$ cat config.mk
export PLATFORM = sky130hd
export DESIGN_NAME = xorpuf_eval_ctrl
export DESIGN_NICKNAME = d
export VERILOG_FILES = /design/src/rtl/xorpuf_pkg.sv /design/src/rtl/xorpuf_vote_acc.sv /design/src/rtl/xorpuf_eval_ctrl.sv
export SDC_FILE = /design/constraint.sdc
export NUM_CORES = 1
export LEC_CHECK = 0
export CORE_UTILIZATION = 39
export CTS_BUF_LIST = sky130_fd_sc_hd__clkbuf_2
export CTS_CLUSTER_DIAMETER = 120
export DETAILED_ROUTE_END_ITERATION = 16
export PLACE_DENSITY = 0.85
export SETUP_SLACK_MARGIN = 0.3
export SYNTH_ARGS = -nofsm -noshare
export SYNTH_HDL_FRONTEND = slang
export SYNTH_SLANG_ARGS = --single-unit
$ cat constraint.sdc
create_clock -name clk -period 1.4 [get_ports clk]
set_input_delay 0.14 -clock clk [delete_from_list [all_inputs] [get_ports clk]]
set_output_delay 0.14 -clock clk [all_outputs]
set_load 0.05 [all_outputs]
$ cat src/rtl/xorpuf_pkg.sv
// ---------------------------------------------------------------------------
// xorpuf_pkg
// Shared definitions for the XOR-arbiter PUF evaluation controller:
//   - controller state enum
//   - settle counter width (SETTLE_W)
//   - default parameter constants
//   - helper returning how many evaluations one request needs
// Optional feature macro used by the users of this package:
//   XORPUF_MAJORITY_VOTE_EN - repeat each evaluation REPEAT times and vote.
// ---------------------------------------------------------------------------
package xorpuf_pkg;

  localparam int SETTLE_W   = 8;

  localparam int DEF_K      = 10;
  localparam int DEF_N      = 64;
  localparam int DEF_SETTLE = 4;
  localparam int DEF_REPEAT = 5;

  typedef enum logic [1:0] {
    ST_IDLE   = 2'd0,
    ST_LAUNCH = 2'd1,
    ST_SETTLE = 2'd2,
    ST_DONE   = 2'd3
  } eval_state_e;

  // With voting every request is evaluated repeat_n times, otherwise once.
  function automatic int evals_per_request(input int repeat_n, input bit vote_en);
    return vote_en ? repeat_n : 1;
  endfunction

endpackage

$ cat src/rtl/xorpuf_vote_acc.sv
// ---------------------------------------------------------------------------
// xorpuf_vote_acc
// One ones-counter per response bit for majority voting across repeated
// evaluations of the same challenge.
// Ports:
//   clk, rst_n   - clock, asynchronous active-low reset
//   clear        - zero all counters (start of a new request)
//   inc          - add the current sample bits into the counters
//   bits[M]      - sampled response bits
//   result[M]    - majority decision per bit: 1 iff count*2 > REPEAT
// ---------------------------------------------------------------------------
module xorpuf_vote_acc #(
  parameter int M      = 9,
  parameter int CNT_W  = 3,
  parameter int REPEAT = 5
) (
  input  logic         clk,
  input  logic         rst_n,
  input  logic         clear,
  input  logic         inc,
  input  logic [M-1:0] bits,
  output logic [M-1:0] result
);

  localparam logic [CNT_W:0] THRESH = (CNT_W+1)'(REPEAT);

  logic [CNT_W-1:0] cnt [M];

  // Counters are sized to hold REPEAT, so they never wrap within a request;
  // clear wins over inc because a new request restarts the vote.
  always_ff @(posedge clk or negedge rst_n) begin
    if (!rst_n) begin
      for (int i = 0; i < M; i++) cnt[i] <= '0;
    end else if (clear) begin
      for (int i = 0; i < M; i++) cnt[i] <= '0;
    end else if (inc) begin
      for (int i = 0; i < M; i++) cnt[i] <= cnt[i] + CNT_W'(bits[i]);
    end
  end

  // Doubling the count avoids a division and keeps odd REPEAT exact.
  always_comb begin
    result = '0;
    for (int i = 0; i < M; i++) result[i] = ({cnt[i], 1'b0} > THRESH);
  end

endmodule

$ cat src/rtl/xorpuf_eval_ctrl.sv
// ---------------------------------------------------------------------------
// xorpuf_eval_ctrl
// Sequences evaluations of a K-chain XOR arbiter PUF: accepts a challenge,
// drives it to the chains, pulses launch, waits SETTLE cycles, samples the
// XOR network and returns the response (optionally majority-voted).
// Optional feature macro: XORPUF_MAJORITY_VOTE_EN
//   defined   - each request is evaluated REPEAT times, bits majority-voted
//   undefined - single evaluation, response is the one sample
// Ports:
//   clk, rst_n            - clock, asynchronous active-low reset
//   req_valid/req_ready   - challenge request handshake
//   req_chal[N]           - challenge to evaluate
//   puf_chal[N]           - challenge held on all chains until next accept
//   puf_launch            - one-cycle launch pulse
//   puf_resp[M]           - XOR output network result
//   out_valid/out_ready   - response handshake
//   out_resp[M]           - final response, zero outside DONE
//   busy                  - controller not idle
// ---------------------------------------------------------------------------
module xorpuf_eval_ctrl
  import xorpuf_pkg::*;
#(
  parameter int K      = DEF_K,
  parameter int M      = K - 1,
  parameter int N      = DEF_N,
  parameter int SETTLE = DEF_SETTLE,
  parameter int REPEAT = DEF_REPEAT
) (
  input  logic         clk,
  input  logic         rst_n,
  input  logic         req_valid,
  output logic         req_ready,
  input  logic [N-1:0] req_chal,
  output logic [N-1:0] puf_chal,
  output logic         puf_launch,
  input  logic [M-1:0] puf_resp,
  output logic         out_valid,
  input  logic         out_ready,
  output logic [M-1:0] out_resp,
  output logic         busy
);

`ifdef XORPUF_MAJORITY_VOTE_EN
  localparam bit VOTE_EN = 1'b1;
`else
  localparam bit VOTE_EN = 1'b0;
`endif

  localparam int                  EVALS       = evals_per_request(REPEAT, VOTE_EN);
  localparam int                  EVAL_W      = $clog2(REPEAT + 1);
  localparam logic [EVAL_W-1:0]   EVAL_LAST   = EVAL_W'(EVALS - 1);
  localparam logic [SETTLE_W-1:0] SETTLE_LAST = SETTLE_W'(SETTLE - 1);

  // Out-of-range parameters are caught at elaboration rather than producing
  // a controller whose counters could wrap.
  if (SETTLE < 1 || SETTLE > 255 || REPEAT < 1 || REPEAT > 15 ||
      (REPEAT % 2) == 0 || M < 1 || M > K || N < 1) begin : g_bad_param
    $error("xorpuf_eval_ctrl: illegal parameter combination");
  end

  eval_state_e         state;
  eval_state_e         state_nxt;
  logic [SETTLE_W-1:0] settle_cnt;
  logic [EVAL_W-1:0]   eval_cnt;
  logic                accept;
  logic                sample_now;
  logic                last_eval;
  logic [M-1:0]        resp_final;

  assign accept     = (state == ST_IDLE) && req_valid;
  assign sample_now = (state == ST_SETTLE) && (settle_cnt == SETTLE_LAST);
  assign last_eval  = (eval_cnt == EVAL_LAST);

  // State register; reset aborts any evaluation in flight.
  always_ff @(posedge clk or negedge rst_n) begin
    if (!rst_n) state <= ST_IDLE;
    else        state <= state_nxt;
  end

  // Next-state and Moore outputs. DONE does not accept a new request in the
  // same cycle as the response handshake.
  always_comb begin
    state_nxt  = state;
    req_ready  = 1'b0;
    puf_launch = 1'b0;
    out_valid  = 1'b0;
    busy       = 1'b1;
    unique case (state)
      ST_IDLE: begin
        req_ready = 1'b1;
        busy      = 1'b0;
        if (req_valid) state_nxt = ST_LAUNCH;
      end
      ST_LAUNCH: begin
        puf_launch = 1'b1;
        state_nxt  = ST_SETTLE;
      end
      ST_SETTLE: begin
        if (sample_now) state_nxt = last_eval ? ST_DONE : ST_LAUNCH;
      end
      ST_DONE: begin
        out_valid = 1'b1;
        if (out_ready) state_nxt = ST_IDLE;
      end
      default: state_nxt = ST_IDLE;
    endcase
  end

  // The challenge is captured once per request and held through every
  // repeated evaluation and beyond, until the next accept.
  always_ff @(posedge clk or negedge rst_n) begin
    if (!rst_n)      puf_chal <= '0;
    else if (accept) puf_chal <= req_chal;
  end

  // Settle counter restarts on each launch; the evaluation counter advances
  // once per sample and is cleared per request.
  always_ff @(posedge clk or negedge rst_n) begin
    if (!rst_n) begin
      settle_cnt <= '0;
      eval_cnt   <= '0;
    end else if (accept) begin
      settle_cnt <= '0;
      eval_cnt   <= '0;
    end else if (state == ST_LAUNCH) begin
      settle_cnt <= '0;
    end else if (sample_now) begin
      eval_cnt   <= eval_cnt + EVAL_W'(1);
    end else if (state == ST_SETTLE) begin
      settle_cnt <= settle_cnt + SETTLE_W'(1);
    end
  end

`ifdef XORPUF_MAJORITY_VOTE_EN
  xorpuf_vote_acc #(
    .M      (M),
    .CNT_W  (EVAL_W),
    .REPEAT (REPEAT)
  ) u_vote_acc (
    .clk    (clk),
    .rst_n  (rst_n),
    .clear  (accept),
    .inc    (sample_now),
    .bits   (puf_resp),
    .result (resp_final)
  );
`else
  logic [M-1:0] resp_q;

  // Single evaluation: keep the one sample taken at the end of settling.
  always_ff @(posedge clk or negedge rst_n) begin
    if (!rst_n)          resp_q <= '0;
    else if (accept)     resp_q <= '0;
    else if (sample_now) resp_q <= puf_resp;
  end

  assign resp_final = resp_q;
`endif

  // The response is only presented in DONE, where its source is frozen.
  assign out_resp = (state == ST_DONE) ? resp_final : '0;

endmodule
==> impl_metrics.py, run 1 <==
metrics = {
    "place": {
        "place_area_um2": 5440,
        "numPortBuffers": 153,
        "dp_hpwl_um": 6950,
        "routabilityCongestion": 0.835,
        "place_ws_ns": -0.0389,
        "dp.cells": 657,
    },
    "layout": {
        "areaGrowthSynthToFinish_pct": 108,
        "antenna_cells": 0,
        "final_nets": 706,
        "final_common_cell": "nand2_1",
        "fill_cells": 407,
        "final_cell_mix": "nand2_1 (86), dfrtp_1 (84), buf_6 (83), clkdlybuf4s50_1 (75), nand2_2 (68)",
        "layout.cells.non_filler": 739,
        "final_area_um2": 7380,
        "drive_above_1_share_pct": 54.0,
    },
    "worst_setup_path": {
        "critPathKind": "reg2out",
        "crit_chain": "buf_8, and3_4, buf_12",
        "cpLargestDelayFamily": "flip-flops",
        "crit_path_top_delay_cell": "dfrtp_2",
        "worst-path-buf-inv": 2,
        "required_ns": 1.26,
        "arrival_ns": 1.59,
        "cp-start-kind": "flip-flop",
        "critPathMaxFanout": 11,
        "critPathCaptureType": "primary output",
        "cp_slowest_stage_delay_ns": 0.52,
    },
    "run_status": {
        "failed_checks": "negative setup slack",
        "status": "complete, but fails checks",
    },
    "clock_network": {
        "cts_htree_levels": 3,
        "numClockSinks": 86,
        "cts_buffer_depth": 2,
        "clock_latency_ns": 0.59,
        "cts_tree": "yes",
        "cts.clk_slew.worst_paths_ns": 0.28,
        "cts_root_buf": "clkbuf_2",
        "cts_made_buffers": 9,
    },
    "min_path": {
        "worst_hold_path_type": "in2async",
    },
    "logic_synthesis": {
        "synth_area_um2": 3540,
        "synthTopCellsByArea": "dfrtp_1 (61%), nand2_1 (21%), nand3_1 (2.0%)",
        "yosys.area_share.simple_pct": 28.5,
        "netlist_instances": 393,
        "yosys.area.top_type": "dfrtp_1",
        "synth_top_family_by_area": "simple AND/OR/NAND/NOR gates",
        "synth_xor_area_share_pct": 0.742,
        "synth_flop_cell": "dfrtp_1",
        "synth-compound-area-share_pct": 4.31,
        "ys_types": 30,
        "syn_area_per_cell_um2": 9.02,
        "synthMuxAreaShare_pct": 0.282,
        "yosysWarningCount": 0,
        "synth_fa_ha_area_share_pct": 1.06,
        "syn-num-nets": 473,
        "ys_seq_area_share_pct": 60.7,
        "ys_ff_latch": 86,
        "synth_top_area_share_pct": 60.7,
        "ys_async_sr_fraction_pct": 100,
        "synth_enable_flop_cells": 0,
    },
    "routing": {
        "drc": 0,
        "wirelength_um": 14800,
        "drt_pass1_iterations": 4,
        "drtIter0Drc": 176,
        "vias": 3865,
        "vias_per_cell": 5.23,
        "wire_per_inst_um": 20.0,
        "final_antenna_net_count": 0,
    },
    "grt": {
        "grt_overflow": 0,
        "antenna_found_initial": 0,
        "grt_usage_pct": 26.9,
        "grt_pass1_vias": 3936,
        "grt_pass1_wl_um": 19700,
        "grt_max_degree": 35,
    },
    "pwr": {
        "comb_power_share_pct": 67.1,
        "p_per_area_nw_per_um2": 2380,
        "peakVddDrop_mv": 1.67,
        "p_leak_nw": 3.78,
        "p_clk_share_pct": 6.8,
        "p_int_mw": 8.90,
        "power_frac_seq_pct": 26.1,
        "p_switching_mw": 8.64,
        "swShare_pct": 49.3,
    },
    "sta": {
        "period_needed_ns": 1.73,
        "rsz0062_at_grt": "true",
        "tightest_slew_ns": 0.519,
        "hold_viol": 0,
        "drv_slew": 0,
        "slew_headroom_pct": 65.4,
        "finalSetupViolCount": 99,
        "fmax_mhz": 578,
        "fin_skew_ns": 0.0371,
        "setup_ws_ns": -0.330,
        "post-route-period-util_pct": 124,
    },
    "floorplan": {
        "fp.coreArea_um2": 8760,
        "start_util_pct": 40.4,
        "ioPinCount": 154,
        "dieHeight_um": 97.3,
        "fp-row-count": 34,
        "die_area_um2": 9470,
        "die-width_um": 97.3,
    },
    "job": {
        "maxCapViolations": 0,
    },
}
## state kept, by name, summed over array words and instances, names as in the netlist
name / flops
eval_cnt: 3
puf_chal: 64
state: 2
settle_cnt: 8
resp_final: 9
## through the flow
stage	utilization [%]	TNS, ns	hold slack [ns]	total power [mW]
after floorplan	-	-3.20	-0.156	9.31
after global placement	62.1	0	0.125	12.1
after detailed placement	62.1	-0.276	0.136	12.4
after CTS	75.1	-16.19	0.0454	15.7
after global routing	84.2	-26.86	0.00539	18.2
final	84.2	-21.49	0.0285	17.5
## worst paths after layout
path | from | depth (start not counted) | slack [ns] | end
min in group clk | req_chal[26] | 3 | 0.06 | puf_chal[26]
worst min register to register | puf_chal[36] | 2 | 0.54 | puf_chal[36]
worst max-delay path | state[0] | 3 | -0.33 | out_resp[1]
max in group asynchronous | rst_n | 3 | 0.79 | puf_chal[35]
worst min-delay path | rst_n | 2 | 0.03 | puf_chal[48]
worst max register to register | state[0] | 10 | -0.28 | puf_chal[0]
## per-layer routing
layer	global-route usage, %	up-vias	share of wire (%)
li1	-	1705	-
met1	28.6	1922	36
met2	51.5	180	55
met3	4.82	58	4.7
met4	12.0	0	5.0
met5	0	-	0
## synth_stat cells (6+ instances only)
library cell    n
buf_2          11
o21ai_0        13
clkbuf_1        6
dfrtp_1        86
inv_1          15
and3_1          9
nor2_1          6
nand2_1       200
nand3_1        14
## repair_timing
item / 4_1_cts / 5_1_grt
pin swaps: 67 / 69
endpoints found under the hold margin: 86 / 0
setup buffers: 28 / 21
gates resized for setup: 165 / 137
hold buffers: 1 / 0
gates cloned: 11 / 5
setup endpoints to repair: 163 / 163
## layout make-up
class	instances	area, µm²	area share, %
timing repair buffer	240	2930	39.6
sequential	86	2150	29.2
multi-input combinational	274	2010	27.3
tap	108	135	1.83
inverter	15	61.3	0.831
clock buffer	11	55.1	0.746
clock inverter	5	36.3	0.492
## logic make-up (layout without fill, tap and decap cells)
group	Yosys count	after routing
AO/OA/AOI/OAI	25	25
XOR/XNOR	3	3
adder cells (fa/ha/maj)	3	3
buffers and inverters	34	271
flip-flops	86	86
multiplexers	1	1
AND/OR/NAND/NOR	241	242
## power by group through the flow
stage | clock network, mW | registers [mW] | logic, mW
3_3_place_gp | 0 | 4.23 | 7.88
2_1_floorplan | 0 | 7.17 | 2.14
5_1_grt | 1.31 | 4.67 | 12.3
6_report | 1.19 | 4.58 | 11.8
4_1_cts | 1.15 | 4.43 | 10.1
3_5_place_dp | 0 | 4.29 | 8.07
No activity file was read; power rests on OpenSTA's default activity.
==> run 2, diff against run 1 <==
ABC_AREA = 1   (was not set)
CORE_ASPECT_RATIO = 1.25   (was not set)
CORE_UTILIZATION = 40   (was 39)
PLACE_DENSITY = 0.86   (was 0.85)
==> run 2 against run 1 <==
Compared with the run above: the run ends with negative hold slack, negative setup slack left; total power increased by 13%; cell count decreased by 8.7%; worst setup slack improved by 0.011 ns; combinational power increased by 17%; critical path depth increased by 1; sequential share of layout area increased by 0.38 points; register-to-register slack about the same; clock-buffer cell count decreased by 2; via count decreased by 9.3%; global-route usage increased by 2.6 points; synthesized cell count decreased by 27%; critical endpoint is now out_resp[3]; highest routed layer unchanged.
==> impl_metrics.py, run 2 <==
metrics = {
    "run_status": {
        "status": "complete, but fails checks",
        "failed_checks": "negative hold slack, negative setup slack",
    },
    "clock_network": {
        "cts_htree_levels": 3,
        "cts_root_buf": "clkbuf_2",
        "cts.clk_slew.worst_paths_ns": 0.28,
        "numClockSinks": 86,
        "cts_buffer_depth": 2,
        "cts_made_buffers": 9,
        "cts_tree": "yes",
        "clock_latency_ns": 0.64,
    },
    "worst_setup_path": {
        "r2r_cells": 11,
        "critPathCaptureType": "primary output",
        "r2r_end": "settle_cnt[6]",
        "reg2reg_slack_ns": -0.27,
        "arrival_ns": 1.58,
        "cp-start-kind": "flip-flop",
        "critPathKind": "reg2out",
        "required_ns": 1.26,
        "reg2reg_from": "state[1]",
        "critPathMaxFanout": 5,
    },
    "floorplan": {
        "die-width_um": 87.0,
        "fp.coreArea_um2": 8750,
        "start_util_pct": 41.3,
        "ioPinCount": 154,
        "die_area_um2": 9420,
        "dieHeight_um": 108,
        "fp-row-count": 38,
    },
    "layout": {
        "drive_above_1_share_pct": 57.5,
        "seq_area_um2": 2160,
        "multi_input_area_um2": 1800,
        "antenna_cells": 0,
        "layout.cells.non_filler": 675,
        "final_cell_mix": "dfrtp_1 (83), buf_6 (83), clkdlybuf4s50_1 (75), buf_4 (65), mux2_4 (64)",
        "largest_reg_flops": 64,
        "fill_cells": 395,
        "top_register": "puf_chal",
        "areaGrowthSynthToFinish_pct": 102,
        "final_nets": 630,
    },
    "logic_synthesis": {
        "ys_ff_latch": 86,
        "syn_area_per_cell_um2": 12.6,
        "ys_async_sr_fraction_pct": 100,
        "syn-num-nets": 368,
        "synth_flop_cell": "dfrtp_1",
        "synth_top_area_share_pct": 59.5,
        "synth_enable_flop_cells": 0,
        "synthTopCellsByArea": "dfrtp_1 (60%), mux2_1 (19%), nand2_1 (2.8%)",
        "synth_common_cells": "dfrtp_1 (86), mux2_1 (60), nand2_1 (27)",
        "ys_seq_area_share_pct": 59.5,
        "ys_types": 26,
        "synth_area_um2": 3610,
        "yosysMostFrequentCell": "dfrtp_1",
        "netlist_instances": 288,
        "yosysWarningCount": 0,
        "yosys.area.top_type": "dfrtp_1",
    },
    "grt": {
        "grt_overflow": 0,
        "grt_usage_pct": 29.5,
        "grt_pass1_wl_um": 20200,
        "grt_pass1_vias": 3730,
        "grt_max_degree": 41,
        "antenna_found_initial": 0,
    },
    "sta": {
        "setup-tns-final_ns": -20.30,
        "post-route-period-util_pct": 123,
        "hold_ws_ns": -0.0234,
        "fmax_mhz": 582,
        "finalSetupViolCount": 117,
        "fin_skew_ns": 0.0716,
        "drv_slew": 0,
        "rsz0062_at_grt": "true",
        "slew_headroom_pct": 68.8,
        "setup_ws_ns": -0.320,
        "period_needed_ns": 1.72,
        "hold_viol": 3,
        "tightest_slew_ns": 0.467,
    },
    "routing": {
        "wirelength_um": 15100,
        "final_antenna_net_count": 0,
        "wire_per_inst_um": 22.4,
        "drt_pass1_iterations": 4,
        "drtIter0Drc": 182,
        "vias_per_cell": 5.20,
        "drc": 0,
        "vias": 3507,
    },
    "min_path": {
        "worst_hold_path_type": "in2async",
    },
    "place": {
        "dp.cells": 568,
        "routabilityCongestion": 0.862,
        "numPortBuffers": 153,
        "dp_hpwl_um": 6820,
    },
    "pwr": {
        "p_per_area_nw_per_um2": 2710,
        "peakVddDrop_mv": 1.73,
        "p_leak_nw": 3.52,
    },
    "job": {
        "maxCapViolations": 0,
    },
}
run 2: cells by family after synthesis:
kind of cell	synth area share [%]
AOI/OAI and AO/OA	3.15
muxes	20.4
DFF	59.5
and+or+nand+nor	9.80
adders and majority gates	1.04
buffers and inverters	5.64
xor gates and xnor gates	0.485
run 2: per-stage QoR:
stage          area [µm²]  utilization [%]  total power [mW]  setup WS, ns  hold WS, ns
6_report             7290             83.3              19.8        -0.320      -0.0234
5_1_grt              7290             83.3              20.4        -0.363      -0.0296
4_1_cts              6970             79.7              18.3        -0.320      -0.0513
3_5_place_dp         5650             64.6              14.0        -0.105       0.0884
3_3_place_gp         5650             64.6              13.8       -0.0660       0.0815
2_1_floorplan        3970                -              11.1        -0.189       -0.156
run 2: what timing repair did:
action                                 in CTS  in global routing
hold buffers                                1                  1
buffers inserted                           45                 31
resized for setup                         152                 18
pin swaps                                  11                  7
setup endpoints to repair                 163                163
endpoints found under the hold margin      86                  7
cloned                                     13                  0
run 2: critical path: stages (launching register included):
cell and delay, ns:
dfrtp_2 0.48, nand2_4 0.09, buf_6 0.16, nor2_4 0.12, buf_12 0.15
run 2: where the power goes:
| part | switching, mW | internal [mW] | leakage [nW] |
|---|---|---|---|
| Combinational | 7.16 | 6.67 | 2.43 |
| Sequential | 1.01 | 3.66 | 1.04 |
| Clock | 1.02 | 0.255 | 0.0604 |
| Total | 9.19 | 10.6 | 3.52 |
run 2: cell type report:
class	count	share of cell area, %
tap	120	2.06
timing repair buffer	260	40.8
sequential	86	29.6
multi-input combinational	166	24.6
clock inverter	7	0.789
clock buffer	9	0.618
inverter	27	1.54
run 2: worst max-delay path by stage:
| stage | end | depth (start not counted) | startpoint |
|---|---|---|---|
| 2_1_floorplan | state[1] | 6 | state[0] |
| 3_3_place_gp | puf_chal[59] | 4 | req_valid |
| 3_5_place_dp | puf_chal[58] | 4 | req_valid |
| 4_1_cts | out_valid | 4 | state[1] |
| 5_1_grt | out_resp[3] | 4 | state[1] |
| 6_report | out_resp[3] | 4 | state[0] |
run 2: metal layers:
layer  up-vias  part of all wire (%)  track usage (%)
met5         -                     0                0
met4         0                   5.3             14.9
met3        69                   6.2             7.63
met2       188                    54             53.7
met1      1753                    35             31.1
li1       1497                     -                -
==> run 3, diff against run 2 <==
SYNTH_HIERARCHICAL = 1   (was not set)
==> results of run 3 <==
Same layout as run 2: the final DEF is identical, and so are final timing and power.
Among the figures that moved: Yosys warning count 0 -> 6
